==> src/rtl/useq_pkg.sv <==
// useq_pkg - shared definitions for the microprogram sequencer.
//   Geometry constants (address/word/strobe widths, start address, watchdog
//   limit), microword field positions, FSM state encoding and helpers that
//   split a microword into its strobe and target fields.
package useq_pkg;

  localparam int ADDR_W   = 4;
  localparam int WORD_W   = 7;
  localparam int STRB_W   = 3;
  localparam int WDOG_MAX = 31;
  localparam int WDOG_W   = $clog2(WDOG_MAX + 1);

  localparam logic [ADDR_W-1:0] START_A   = '0;
  localparam logic [WDOG_W-1:0] WDOG_LAST = WDOG_W'(WDOG_MAX);

  localparam int STRB_LSB = 0;
  localparam int STRB_MSB = STRB_W - 1;
  localparam int TGT_LSB  = STRB_W;
  localparam int TGT_MSB  = WORD_W - 1;

  typedef enum logic [1:0] {
    ST_IDLE  = 2'd0,
    ST_FETCH = 2'd1,
    ST_EXEC  = 2'd2,
    ST_DONE  = 2'd3
  } state_t;

  function automatic logic [ADDR_W-1:0] word_tgt(input logic [WORD_W-1:0] w);
    return w[TGT_MSB:TGT_LSB];
  endfunction

  function automatic logic [STRB_W-1:0] word_strb(input logic [WORD_W-1:0] w);
    return w[STRB_MSB:STRB_LSB];
  endfunction

endpackage

==> src/rtl/useq_next.sv <==
// useq_next - next micro-address and end-of-program decision.
//   upc      in   ADDR_W  current micro-PC
//   tgt      in   ADDR_W  branch target field of the current microword
//   cond     in   1       branch condition
//   next_upc out  ADDR_W  address of the next microword
//   last     out  1       current word ends the program (no branch, upc all-ones)
// A zero target means "no branch", so address 0 can never be a branch target.
module useq_next
  import useq_pkg::*;
(
  input  logic [ADDR_W-1:0] upc,
  input  logic [ADDR_W-1:0] tgt,
  input  logic              cond,
  output logic [ADDR_W-1:0] next_upc,
  output logic              last
);

  logic taken;

  assign taken    = (tgt != '0) && cond;
  assign next_upc = taken ? tgt : upc + ADDR_W'(1);
  // A taken branch from the top address wins over termination.
  assign last     = !taken && (upc == '1);

endmodule

==> src/rtl/useq_ctrl.sv <==
// useq_ctrl - microprogram sequencer in front of the 16x7 micro-ROM.
//   clk      in   1       system clock, rising edge
//   rst      in   1       asynchronous active-high reset
//   start_i  in   1       run request, sampled in IDLE only
//   cond_i   in   1       branch condition, sampled in EXEC
//   stall_i  in   1       freezes EXEC while high
//   rom_a_o  out  ADDR_W  micro-address (always the micro-PC)
//   rom_d_i  in   WORD_W  microword from the combinational ROM
//   strb_o   out  STRB_W  control strobes, only in a non-stalled EXEC cycle
//   upc_o    out  ADDR_W  micro-PC, debug view
//   busy_o   out  1       high in FETCH and EXEC
//   done_o   out  1       one-cycle pulse on normal completion
//   err_o    out  1       one-cycle pulse on watchdog abort
// Build option: define USEQ_WATCHDOG_EN to bound each run to WDOG_MAX
// executed microwords; without it err_o is tied low and a loop runs forever.
//
// state | meaning
// IDLE  | waiting for start_i
// FETCH | ROM addressed by upc, microword captured into mir
// EXEC  | strobes out, next address chosen (holds while stall_i)
// DONE  | completion pulse, upc back to START_A
module useq_ctrl
  import useq_pkg::*;
(
  input  logic              clk,
  input  logic              rst,
  input  logic              start_i,
  input  logic              cond_i,
  input  logic              stall_i,
  output logic [ADDR_W-1:0] rom_a_o,
  input  logic [WORD_W-1:0] rom_d_i,
  output logic [STRB_W-1:0] strb_o,
  output logic [ADDR_W-1:0] upc_o,
  output logic              busy_o,
  output logic              done_o,
  output logic              err_o
);

  state_t            state, state_nxt;
  logic [ADDR_W-1:0] upc, upc_nxt;
  logic [WORD_W-1:0] mir, mir_nxt;
  logic [ADDR_W-1:0] seq_upc;
  logic              seq_last;
  logic              wd_trip;
  logic              aborted;

  useq_next u_next (
    .upc      (upc),
    .tgt      (word_tgt(mir)),
    .cond     (cond_i),
    .next_upc (seq_upc),
    .last     (seq_last)
  );

`ifdef USEQ_WATCHDOG_EN
  logic [WDOG_W-1:0] step;

  // step counts executed words; the word that would exceed the limit trips.
  assign wd_trip = (step == WDOG_LAST);

  always_ff @(posedge clk or posedge rst) begin
    if (rst) begin
      step    <= '0;
      aborted <= 1'b0;
    end else if (state == ST_IDLE && start_i) begin
      step    <= '0;
      aborted <= 1'b0;
    end else if (state == ST_EXEC && !stall_i) begin
      if (wd_trip) aborted <= 1'b1;
      else         step    <= step + WDOG_W'(1);
    end
  end
`else
  assign wd_trip = 1'b0;
  assign aborted = 1'b0;
`endif

  always_ff @(posedge clk or posedge rst) begin
    if (rst) begin
      state <= ST_IDLE;
      upc   <= START_A;
      mir   <= '0;
    end else begin
      state <= state_nxt;
      upc   <= upc_nxt;
      mir   <= mir_nxt;
    end
  end

  always_comb begin
    state_nxt = state;
    upc_nxt   = upc;
    mir_nxt   = mir;
    strb_o    = '0;
    done_o    = 1'b0;
    err_o     = 1'b0;
    case (state)
      ST_IDLE: begin
        if (start_i) begin
          upc_nxt   = START_A;
          state_nxt = ST_FETCH;
        end
      end
      ST_FETCH: begin
        mir_nxt   = rom_d_i;
        state_nxt = ST_EXEC;
      end
      ST_EXEC: begin
        if (!stall_i) begin
          if (wd_trip) begin
            // Aborted word: strobes stay low, upc is left where it stopped.
            state_nxt = ST_DONE;
          end else begin
            strb_o = word_strb(mir);
            if (seq_last) begin
              state_nxt = ST_DONE;
            end else begin
              upc_nxt   = seq_upc;
              state_nxt = ST_FETCH;
            end
          end
        end
      end
      ST_DONE: begin
        done_o    = !aborted;
        err_o     = aborted;
        upc_nxt   = START_A;
        state_nxt = ST_IDLE;
      end
      default: state_nxt = ST_IDLE;
    endcase
  end

  assign busy_o  = (state == ST_FETCH) || (state == ST_EXEC);
  assign rom_a_o = upc;
  assign upc_o   = upc;

endmodule

==> config.mk <==
export PLATFORM = sky130hd
export DESIGN_NAME = useq_ctrl
export DESIGN_NICKNAME = d
export VERILOG_FILES = /design/src/rtl/useq_pkg.sv /design/src/rtl/useq_next.sv /design/src/rtl/useq_ctrl.sv
export SDC_FILE = /design/constraint.sdc
export NUM_CORES = 1
export LEC_CHECK = 0
export CAP_MARGIN = 30
export CORE_UTILIZATION = 40
export DETAILED_ROUTE_END_ITERATION = 6
export PLACE_DENSITY = 0.76
export SYNTH_ARGS = -nofsm -noshare
export SYNTH_HDL_FRONTEND = slang
export SYNTH_SLANG_ARGS = --single-unit
export TNS_END_PERCENT = 5
==> constraint.sdc <==
create_clock -name clk -period 3.7 [get_ports clk]
set_clock_uncertainty 0.2 [all_clocks]
set_input_delay 0.74 -clock clk [delete_from_list [all_inputs] [get_ports clk]]
set_output_delay 0.74 -clock clk [all_outputs]
set_load 0.03 [all_outputs]
==> results.cfg, run 1 <==
[die]
io_pins = 26
start_util = 0.432
dieArea_um2 = 2080
core_area_um2 = 1760
die_h_um = 45.6
fp-row-count = 15
floorplan.die.width_um = 45.6

[timing]
fmax_mhz = 317
slew_viol_final = 0
timing_worst_slew_pin_value_ns = 0.533
layout_worst_path_cycle_share = 0.854
unrepaired_setup_endpoints_after_global_routing = no
timing.final.hold_violations = 0
finalWorstPathRequiredPeriod_ns = 3.16
maxSlewHeadroom = 0.642
final.setup.tns_ns = 0
final_number_of_setup_violating_endpoints = 0

[setup_path]
critical-path-max-stage-delay_ns = 0.67
setup.worst_path.start_class = register
worst-endpoint-arrival_ns = 2.22
crit_top_cell = sky130_fd_sc_hd__inv_1
critical_path.slowest_cell = sky130_fd_sc_hd__clkdlybuf4s50_1
crit_cells = 6
endpoint_kind_of_the_worst_setup_timing_path = output port
crit_type = register to output port
worst_path_dominant_cell_family = buffers and inverters
timing.critical_path.cells = inv_1, ha_1, inv_1, nor2_1, and2_1, clkdlybuf4s50_1
cp_max_fo = 6
timing.reg2reg.worst_path_depth = 6
cp.buffers_inverters = 3
required_time_of_the_worst_setup_path_ns = 2.76

[synth]
synth-seq-cells = 13
synth.avg_cell_area_um2 = 10.9
synth.yosys.seq_area_share = 0.427
synth_area_um2 = 762
synth.net_count = 87
post_synth_inst_count = 70
synth.yosys.warnings = 0
synth_cell_types = 24

[cts]
clk-insertion-delay-late_ns = 0.28
htreeDepth = 1
hold_buffers = 0
clock-root-buffer = sky130_fd_sc_hd__clkbuf_4
clockBufferDepth = 2
tritoncts_num_sinks = 13
cts_tree = built
tritoncts.num_buffers = 3
clk_transition_reported_paths_ns = 0.08
post-cts-setup-buffer-count = 0
cts_repair_resize_count = 0

[global_route]
grt_overflow = 0
global_route.usage.total = 0.166
vias_in_the_first_global_route = 571
grt_pass1_wl_mm = 2.45
initial_antenna_violation_count = 0
grt_start_max_net_pins = 14

[power_and_ir_drop]
leakage_dissipation_nw = 0.428
total_power_mw = 0.833
vdd_ir_drop_max_mv = 0.488
power_density_nw_per_um2 = 818

[route]
route.antenna.remaining_nets = 0
post-route-drc-count = 0
drt_pass1_iterations = 4
drt-initial-drc-count = 10
post_route_wl_mm = 1.49
vias_per_cell = 5.29
avgRoutedWirePerCell_um = 12.7
dr_total_vias = 619

[cells_and_area]
layout-drive-gt1-share = 0.130
register_area_um2 = 325
syn2layout_area_growth_pct = 33.7
finish.net_count = 110
diodes = 0
multiInputGateArea_um2 = 377
layout.filler_cells = 160

[status]
outcome = completed

[placed_design]
globalplace.congestion = 0.819
hpwlAfterDp_mm = 1.14
port-buffer-count = 24

[hold_path]
min_delay_path_depth = 1
holdCritPathClass = register to register

[job]
cap_violations = 0
[logic make-up (layout without fill, tap and decap cells)]
family / Yosys count / count (layout) / share of synthesized area
flops: 13 / 13 / 0.427
fa+ha+maj: 5 / 5 / 0.0821
compound gates: 17 / 17 / 0.174
buf+inv: 11 / 33 / 0.0788
other cells: 1 / 1 / 0.00492
simple gates: 16 / 16 / 0.130
mux: 7 / 7 / 0.103
[cell type report]
cell class	count	area share
tap	25	0.0307
timing repair buffer	24	0.236
inverter	5	0.0184
multi-input combinational	46	0.370
clock buffer	4	0.0258
sequential	13	0.319
[power breakdown]
group / switching (mW) / internal (mW) / leakage [nW] / total [mW]
Clock: 0.0487 / 0.0419 / 0.0150 / 0.0906
Combinational: 0.249 / 0.210 / 0.252 / 0.459
Sequential: 0.0725 / 0.211 / 0.161 / 0.283
[synthesized netlist by cell type]
cell | instances | area share
sky130_fd_sc_hd__a21oi_1 | 2 | 0.013
sky130_fd_sc_hd__a22oi_1 | 2 | 0.020
sky130_fd_sc_hd__and2_1 | 3 | 0.025
sky130_fd_sc_hd__and3_1 | 2 | 0.016
sky130_fd_sc_hd__buf_4 | 5 | 0.049
sky130_fd_sc_hd__clkbuf_1 | 1 | 0.0049
sky130_fd_sc_hd__conb_1 | 1 | 0.0049
sky130_fd_sc_hd__dfrtp_1 | 13 | 0.43
sky130_fd_sc_hd__ha_1 | 5 | 0.082
sky130_fd_sc_hd__inv_1 | 5 | 0.025
sky130_fd_sc_hd__mux2_2 | 7 | 0.10
sky130_fd_sc_hd__nand2_1 | 1 | 0.0049
sky130_fd_sc_hd__nand3_1 | 2 | 0.013
sky130_fd_sc_hd__nor2_1 | 2 | 0.0099
sky130_fd_sc_hd__nor2b_1 | 1 | 0.0082
sky130_fd_sc_hd__nor3_1 | 2 | 0.013
sky130_fd_sc_hd__nor3_4 | 1 | 0.021
sky130_fd_sc_hd__nor3b_1 | 1 | 0.0099
sky130_fd_sc_hd__o21ai_0 | 1 | 0.0066
sky130_fd_sc_hd__o21ai_1 | 3 | 0.020
sky130_fd_sc_hd__o31ai_1 | 3 | 0.030
sky130_fd_sc_hd__o41a_4 | 1 | 0.028
sky130_fd_sc_hd__o41ai_1 | 5 | 0.057
sky130_fd_sc_hd__or3_1 | 1 | 0.0082
[metrics by stage]
stage | util | instances | area [um^2] | hold slack (ns) | setup WS (ns)
floorplan | - | 70 | 762 | 0.272 | 1.51
global placement | 0.562 | 113 | 992 | 0.281 | 0.634
detailed placement | 0.562 | 113 | 992 | 0.296 | 0.623
CTS | 0.577 | 117 | 1020 | 0.314 | 0.514
global route | 0.577 | 117 | 1020 | 0.330 | 0.387
finish | 0.577 | 117 | 1020 | 0.309 | 0.540
[per-layer routing]
layer	global-route usage	wire length (um)	part of all wire
met5	0	0	0
met4	0.0909	23	0.015
met3	0.0238	94	0.063
met2	0.277	751	0.50
met1	0.205	619	0.42
[worst paths after layout]
| kind | slack (ns) | from | end |
|---|---|---|---|
| worst max-delay path | 0.54 | state[0] | strb_o[1] |
| worst min-delay path | 0.31 | mir[0] | mir[0] |
| worst max register to register | 1.71 | state[0] | rom_a_o[0] |
| worst min register to register | 0.31 | mir[0] | mir[0] |
| max in group asynchronous | 2.39 | rst | state[0] |
| min in group asynchronous | 0.58 | rst | mir[3] |
[cells in the final DEF (no fill, tap or decap), drive strengths merged, types with 2 or more instances in the layout]
| cell type | synthesis | final |
|---|---|---|
| clkdlybuf4s50 | 0 | 24 |
| dfrtp | 13 | 13 |
| mux2 | 7 | 7 |
| inv | 5 | 5 |
| o41ai | 5 | 5 |
| ha | 5 | 5 |
| o21ai | 4 | 4 |
| clkbuf | 1 | 4 |
| o31ai | 3 | 3 |
| and2 | 3 | 3 |
| nor3 | 3 | 3 |
| nand3 | 2 | 2 |
| nor2 | 2 | 2 |
| and3 | 2 | 2 |
| a22oi | 2 | 2 |
| a21oi | 2 | 2 |
[state kept, by name (all words and copies together), names as in the netlist]
| name | flops |
|---|---|
| mir | 7 |
| rom_a_o | 4 |
| state | 2 |
Power figures use the tool's default switching activity.
==> inputs of run 2 (changes only) <==
--- a/config.mk
+++ b/config.mk
@@ -8,7 +8,8 @@
 export CAP_MARGIN = 30
 export CORE_UTILIZATION = 40
 export DETAILED_ROUTE_END_ITERATION = 6
-export PLACE_DENSITY = 0.76
+export GPL_ROUTABILITY_DRIVEN = 0
+export PLACE_DENSITY = 0.71
 export SYNTH_ARGS = -nofsm -noshare
 export SYNTH_HDL_FRONTEND = slang
 export SYNTH_SLANG_ARGS = --single-unit
==> run 2 against run 1 <==
Net effect:
- clock power is 5.5% lower
- setup slack better by 0.016 ns
- sequential share of layout area stayed put
- highest routed layer is now met3
- cell count stayed put
- largest cell class unchanged
- critical path type unchanged
==> results.cfg, run 2 (synthesis gave the netlist of run 1 again) <==
[status]
outcome = completed

[cts]
clk-insertion-delay-late_ns = 0.27
hold_buffers = 0
clk_transition_reported_paths_ns = 0.08
clockBufferDepth = 2
tritoncts.num_buffers = 3
cts_tree = built
tritoncts_num_sinks = 13
clock-root-buffer = sky130_fd_sc_hd__clkbuf_4
post-cts-setup-buffer-count = 0
htreeDepth = 1
cts_repair_resize_count = 0

[route]
avgRoutedWirePerCell_um = 11.8
post-route-drc-count = 0
route.antenna.remaining_nets = 0
dr_total_vias = 609
drt_pass1_iterations = 4
post_route_wl_mm = 1.38
drt-initial-drc-count = 13
vias_per_cell = 5.21

[cells_and_area]
layout-drive-gt1-share = 0.130
largest_register_ffs = 7
largest-register = mir
layoutNonFillerInstCount = 117
most-common-layout-cells = sky130_fd_sc_hd__clkdlybuf4s50_1 (24), sky130_fd_sc_hd__dfrtp_1 (13), sky130_fd_sc_hd__mux2_2 (7)
final_common_cell = sky130_fd_sc_hd__clkdlybuf4s50_1
syn2layout_area_growth_pct = 33.7
diodes = 0
finish.net_count = 110
layout.filler_cells = 164

[power_and_ir_drop]
power.switching_mw = 0.361
vdd_ir_drop_max_mv = 0.355
p_seq_frac = 0.345
share_clk_of_total_power = 0.104
power_density_nw_per_um2 = 808
internal_power_mw = 0.462
leakage_dissipation_nw = 0.428
share_comb_of_total_power = 0.551
switching_share_of_power = 0.439
total_power_mw = 0.823

[die]
dieArea_um2 = 2080
fp-row-count = 15
core_area_um2 = 1760
die_h_um = 45.6
floorplan.die.width_um = 45.6
start_util = 0.432
io_pins = 26

[timing]
timing_worst_slew_pin_value_ns = 0.549
finalWorstPathRequiredPeriod_ns = 3.14
final_number_of_setup_violating_endpoints = 0
fmax_mhz = 318
layout_worst_path_cycle_share = 0.850
post-route-worst-setup-slack_ns = 0.556
timing.final.hold_violations = 0
final.setup.tns_ns = 0
slew_viol_final = 0
maxSlewHeadroom = 0.631
unrepaired_setup_endpoints_after_global_routing = no

[placed_design]
numPlacedInstances = 113
port-buffer-count = 24
hpwlAfterDp_mm = 1.10
post-place-ws_ns = 0.609

[setup_path]
cp_max_fo = 6
endpoint_kind_of_the_worst_setup_timing_path = output port
crit_type = register to output port
required_time_of_the_worst_setup_path_ns = 2.76
setup.worst_path.start_class = register
worst-endpoint-arrival_ns = 2.20

[global_route]
global_route.usage.total = 0.155
grt_pass1_wl_mm = 2.35
grt_overflow = 0
vias_in_the_first_global_route = 543
grt_start_max_net_pins = 14
initial_antenna_violation_count = 0

[job]
cap_violations = 0

[hold_path]
holdCritPathClass = register to register
run 2: critical path: stages, from the launching register on:
cell                              delay, ns
sky130_fd_sc_hd__dfrtp_1               0.41
sky130_fd_sc_hd__inv_1                 0.13
sky130_fd_sc_hd__ha_1                  0.24
sky130_fd_sc_hd__inv_1                 0.15
sky130_fd_sc_hd__nor2_1                0.19
sky130_fd_sc_hd__and2_1                0.16
sky130_fd_sc_hd__clkdlybuf4s50_1       0.67
run 2: worst paths after layout:
check                               from          to  slack [ns]  depth (start not counted)
worst max-delay path            state[0]   strb_o[1]        0.56                          6
worst min-delay path              mir[2]      mir[2]        0.31                          1
worst max register to register  state[0]  rom_a_o[0]        1.72                          6
worst min register to register    mir[2]      mir[2]        0.31                          1
max in group asynchronous            rst  rom_a_o[3]        2.40                          2
min in group asynchronous            rst      mir[1]        0.58                          2
run 2: metrics by stage:
stage               hold WS [ns]  area (um^2)  utilization
floorplan                  0.272          762            -
global placement           0.282          992        0.562
detailed placement         0.295          992        0.562
CTS                        0.313         1020        0.577
global route               0.338         1020        0.577
finish                     0.313         1020        0.577
run 2: area by class of cell:
type / count / area [um^2] / area share
Timing Repair Buffer: 24 / 240 / 0.236
Tap cell: 25 / 31.3 / 0.0307
Clock buffer: 4 / 26.3 / 0.0258
Sequential cell: 13 / 325 / 0.319
Inverter: 5 / 18.8 / 0.0184
Multi-Input combinational cell: 46 / 377 / 0.370
run 2: layer usage:
layer  global-route usage  routed length (um)
met5                    0                   0
met2                0.243                 664
met3               0.0357                  51
met1                0.208                 658
met4               0.0545                   0
run 2: power groups by stage:
stage | sequential, mW | clock, mW | combinational [mW]
after floorplan | 0.302 | 0 | 0.306
after global placement | 0.284 | 0 | 0.453
after detailed placement | 0.287 | 0 | 0.456
after CTS | 0.284 | 0.0882 | 0.458
after global routing | 0.296 | 0.0950 | 0.493
final | 0.284 | 0.0856 | 0.453
==> inputs of run 3 (changes only) <==
==> constraint.sdc (replaced) <==
create_clock -name clk -period 2.93 [get_ports clk]
set_clock_uncertainty 0.2 [all_clocks]
set_input_delay 0.586 -clock clk [delete_from_list [all_inputs] [get_ports clk]]
set_output_delay 0.586 -clock clk [all_outputs]
set_load 0.03 [all_outputs]
==> run 3 against run 2 <==
Net effect:
- clock power rose by 26%
- worst hold slack is essentially flat
- die area is the same
- utilization shrank 0.21 points
- sequential share of layout area increased by 0.12 points
- sequential power increased by 26%
- first-iteration DRC count shrank 7.7%
- register-to-register slack worse by 0.78 ns
- global-route usage unchanged
- combinational power rose by 25%
- setup slack got worse by 0.34 ns
- largest power group unchanged
==> results.cfg, run 3 (synthesis gave the netlist of run 1 again) <==
[status]
outcome = completed

[setup_path]
endpoint_kind_of_the_worst_setup_timing_path = output port
setup.worst_path.start_class = register
worst-endpoint-arrival_ns = 1.93
required_time_of_the_worst_setup_path_ns = 2.14
crit_type = register to output port
cp_max_fo = 6

[global_route]
grt_overflow = 0
grt_start_max_net_pins = 14
vias_in_the_first_global_route = 543
global_route.usage.total = 0.155
initial_antenna_violation_count = 0
grt_pass1_wl_mm = 2.35

[cts]
clockBufferDepth = 2
clk-insertion-delay-late_ns = 0.27
hold_buffers = 0
cts_repair_resize_count = 3
htreeDepth = 1
post-cts-setup-buffer-count = 0
tritoncts_num_sinks = 13
clock-root-buffer = sky130_fd_sc_hd__clkbuf_4
tritoncts.num_buffers = 3
cts_tree = built
clk_transition_reported_paths_ns = 0.08

[timing]
final.setup.tns_ns = 0
fmax_mhz = 368
timing.final.hold_violations = 0
timing_worst_slew_pin_value_ns = 0.547
layout_worst_path_cycle_share = 0.927
post-route-worst-setup-slack_ns = 0.215
maxSlewHeadroom = 0.633
finalWorstPathRequiredPeriod_ns = 2.71
unrepaired_setup_endpoints_after_global_routing = no
slew_viol_final = 0
final_number_of_setup_violating_endpoints = 0

[placed_design]
post-place-ws_ns = 0.147
port-buffer-count = 24
hpwlAfterDp_mm = 1.10

[route]
drt-initial-drc-count = 12
drt_pass1_iterations = 4
vias_per_cell = 5.21
post-route-drc-count = 0
route.antenna.remaining_nets = 0
dr_total_vias = 610
avgRoutedWirePerCell_um = 11.7
post_route_wl_mm = 1.37

[cells_and_area]
largest_register_ffs = 7
most-common-layout-cells = sky130_fd_sc_hd__clkdlybuf4s50_1 (21), sky130_fd_sc_hd__dfrtp_1 (13), sky130_fd_sc_hd__mux2_2 (7)
finish.net_count = 110
layout-drive-gt1-share = 0.130
final_core_util = 0.575
diodes = 0
syn2layout_area_growth_pct = 33.2
final_common_cell = sky130_fd_sc_hd__clkdlybuf4s50_1
largest-register = mir

[power_and_ir_drop]
vdd_ir_drop_max_mv = 0.448
power_density_nw_per_um2 = 1020
leakage_dissipation_nw = 0.442

[die]
core_area_um2 = 1760
start_util = 0.432
floorplan.die.width_um = 45.6
io_pins = 26
die_h_um = 45.6
dieArea_um2 = 2080
fp-row-count = 15

[job]
cap_violations = 0

[hold_path]
holdCritPathClass = register to register
run 3: changes by cell type in the layout (fill, tap and decap cells not counted):
| cell | change |
|---|---|
| sky130_fd_sc_hd__clkdlybuf4s50_1 | -3 |
| sky130_fd_sc_hd__dlygate4sd2_1 | +3 |
run 3: cell type report:
type | count | area, um^2
Fill cell | 166 | 749
Multi-Input combinational cell | 46 | 377
Sequential cell | 13 | 325
Timing Repair Buffer | 24 | 236
Tap cell | 25 | 31.3
Clock buffer | 4 | 26.3
Inverter | 5 | 18.8
run 3: critical path, stage by stage (launching register included):
cell	delay [ns]
sky130_fd_sc_hd__dfrtp_1	0.41
sky130_fd_sc_hd__inv_1	0.13
sky130_fd_sc_hd__ha_1	0.24
sky130_fd_sc_hd__inv_1	0.15
sky130_fd_sc_hd__nor2_1	0.19
sky130_fd_sc_hd__and2_1	0.16
sky130_fd_sc_hd__dlygate4sd2_1	0.39
run 3: path summary, 6_finish.rpt:
| path | startpoint | to | slack (ns) | cells past startpoint |
|---|---|---|---|---|
| min in group asynchronous | rst | mir[1] | 0.43 | 2 |
| hold / removal | mir[2] | mir[2] | 0.31 | 1 |
| setup / recovery | state[0] | strb_o[1] | 0.22 | 6 |
| max in group asynchronous | rst | rom_a_o[3] | 1.78 | 2 |
| setup reg to reg | state[0] | rom_a_o[0] | 0.94 | 6 |
| hold reg to reg | mir[2] | mir[2] | 0.31 | 1 |
run 3: power by group:
part | switching [mW] | internal (mW) | total, mW
registers | 0.0926 | 0.266 | 0.359
logic | 0.308 | 0.260 | 0.568
clock network | 0.0552 | 0.0526 | 0.108
total | 0.455 | 0.579 | 1.03
run 3: metal layers:
metal / share of wire / GRT usage / vias up
met5: 0 / 0 / -
met4: 0 / 0.0545 / 0
met3: 0.037 / 0.0357 / 0
met2: 0.48 / 0.243 / 17
met1: 0.48 / 0.208 / 292
li1: - / - / 301
run 3: through the flow:
step	std cells	instance area, um^2	hold slack, ns	total power, mW
finish	117	1010	0.313	1.03
CTS	117	1010	0.313	1.04
global placement	113	992	0.282	0.930
detailed placement	113	992	0.295	0.939
global route	117	1010	0.338	1.11
floorplan	70	762	0.263	0.768
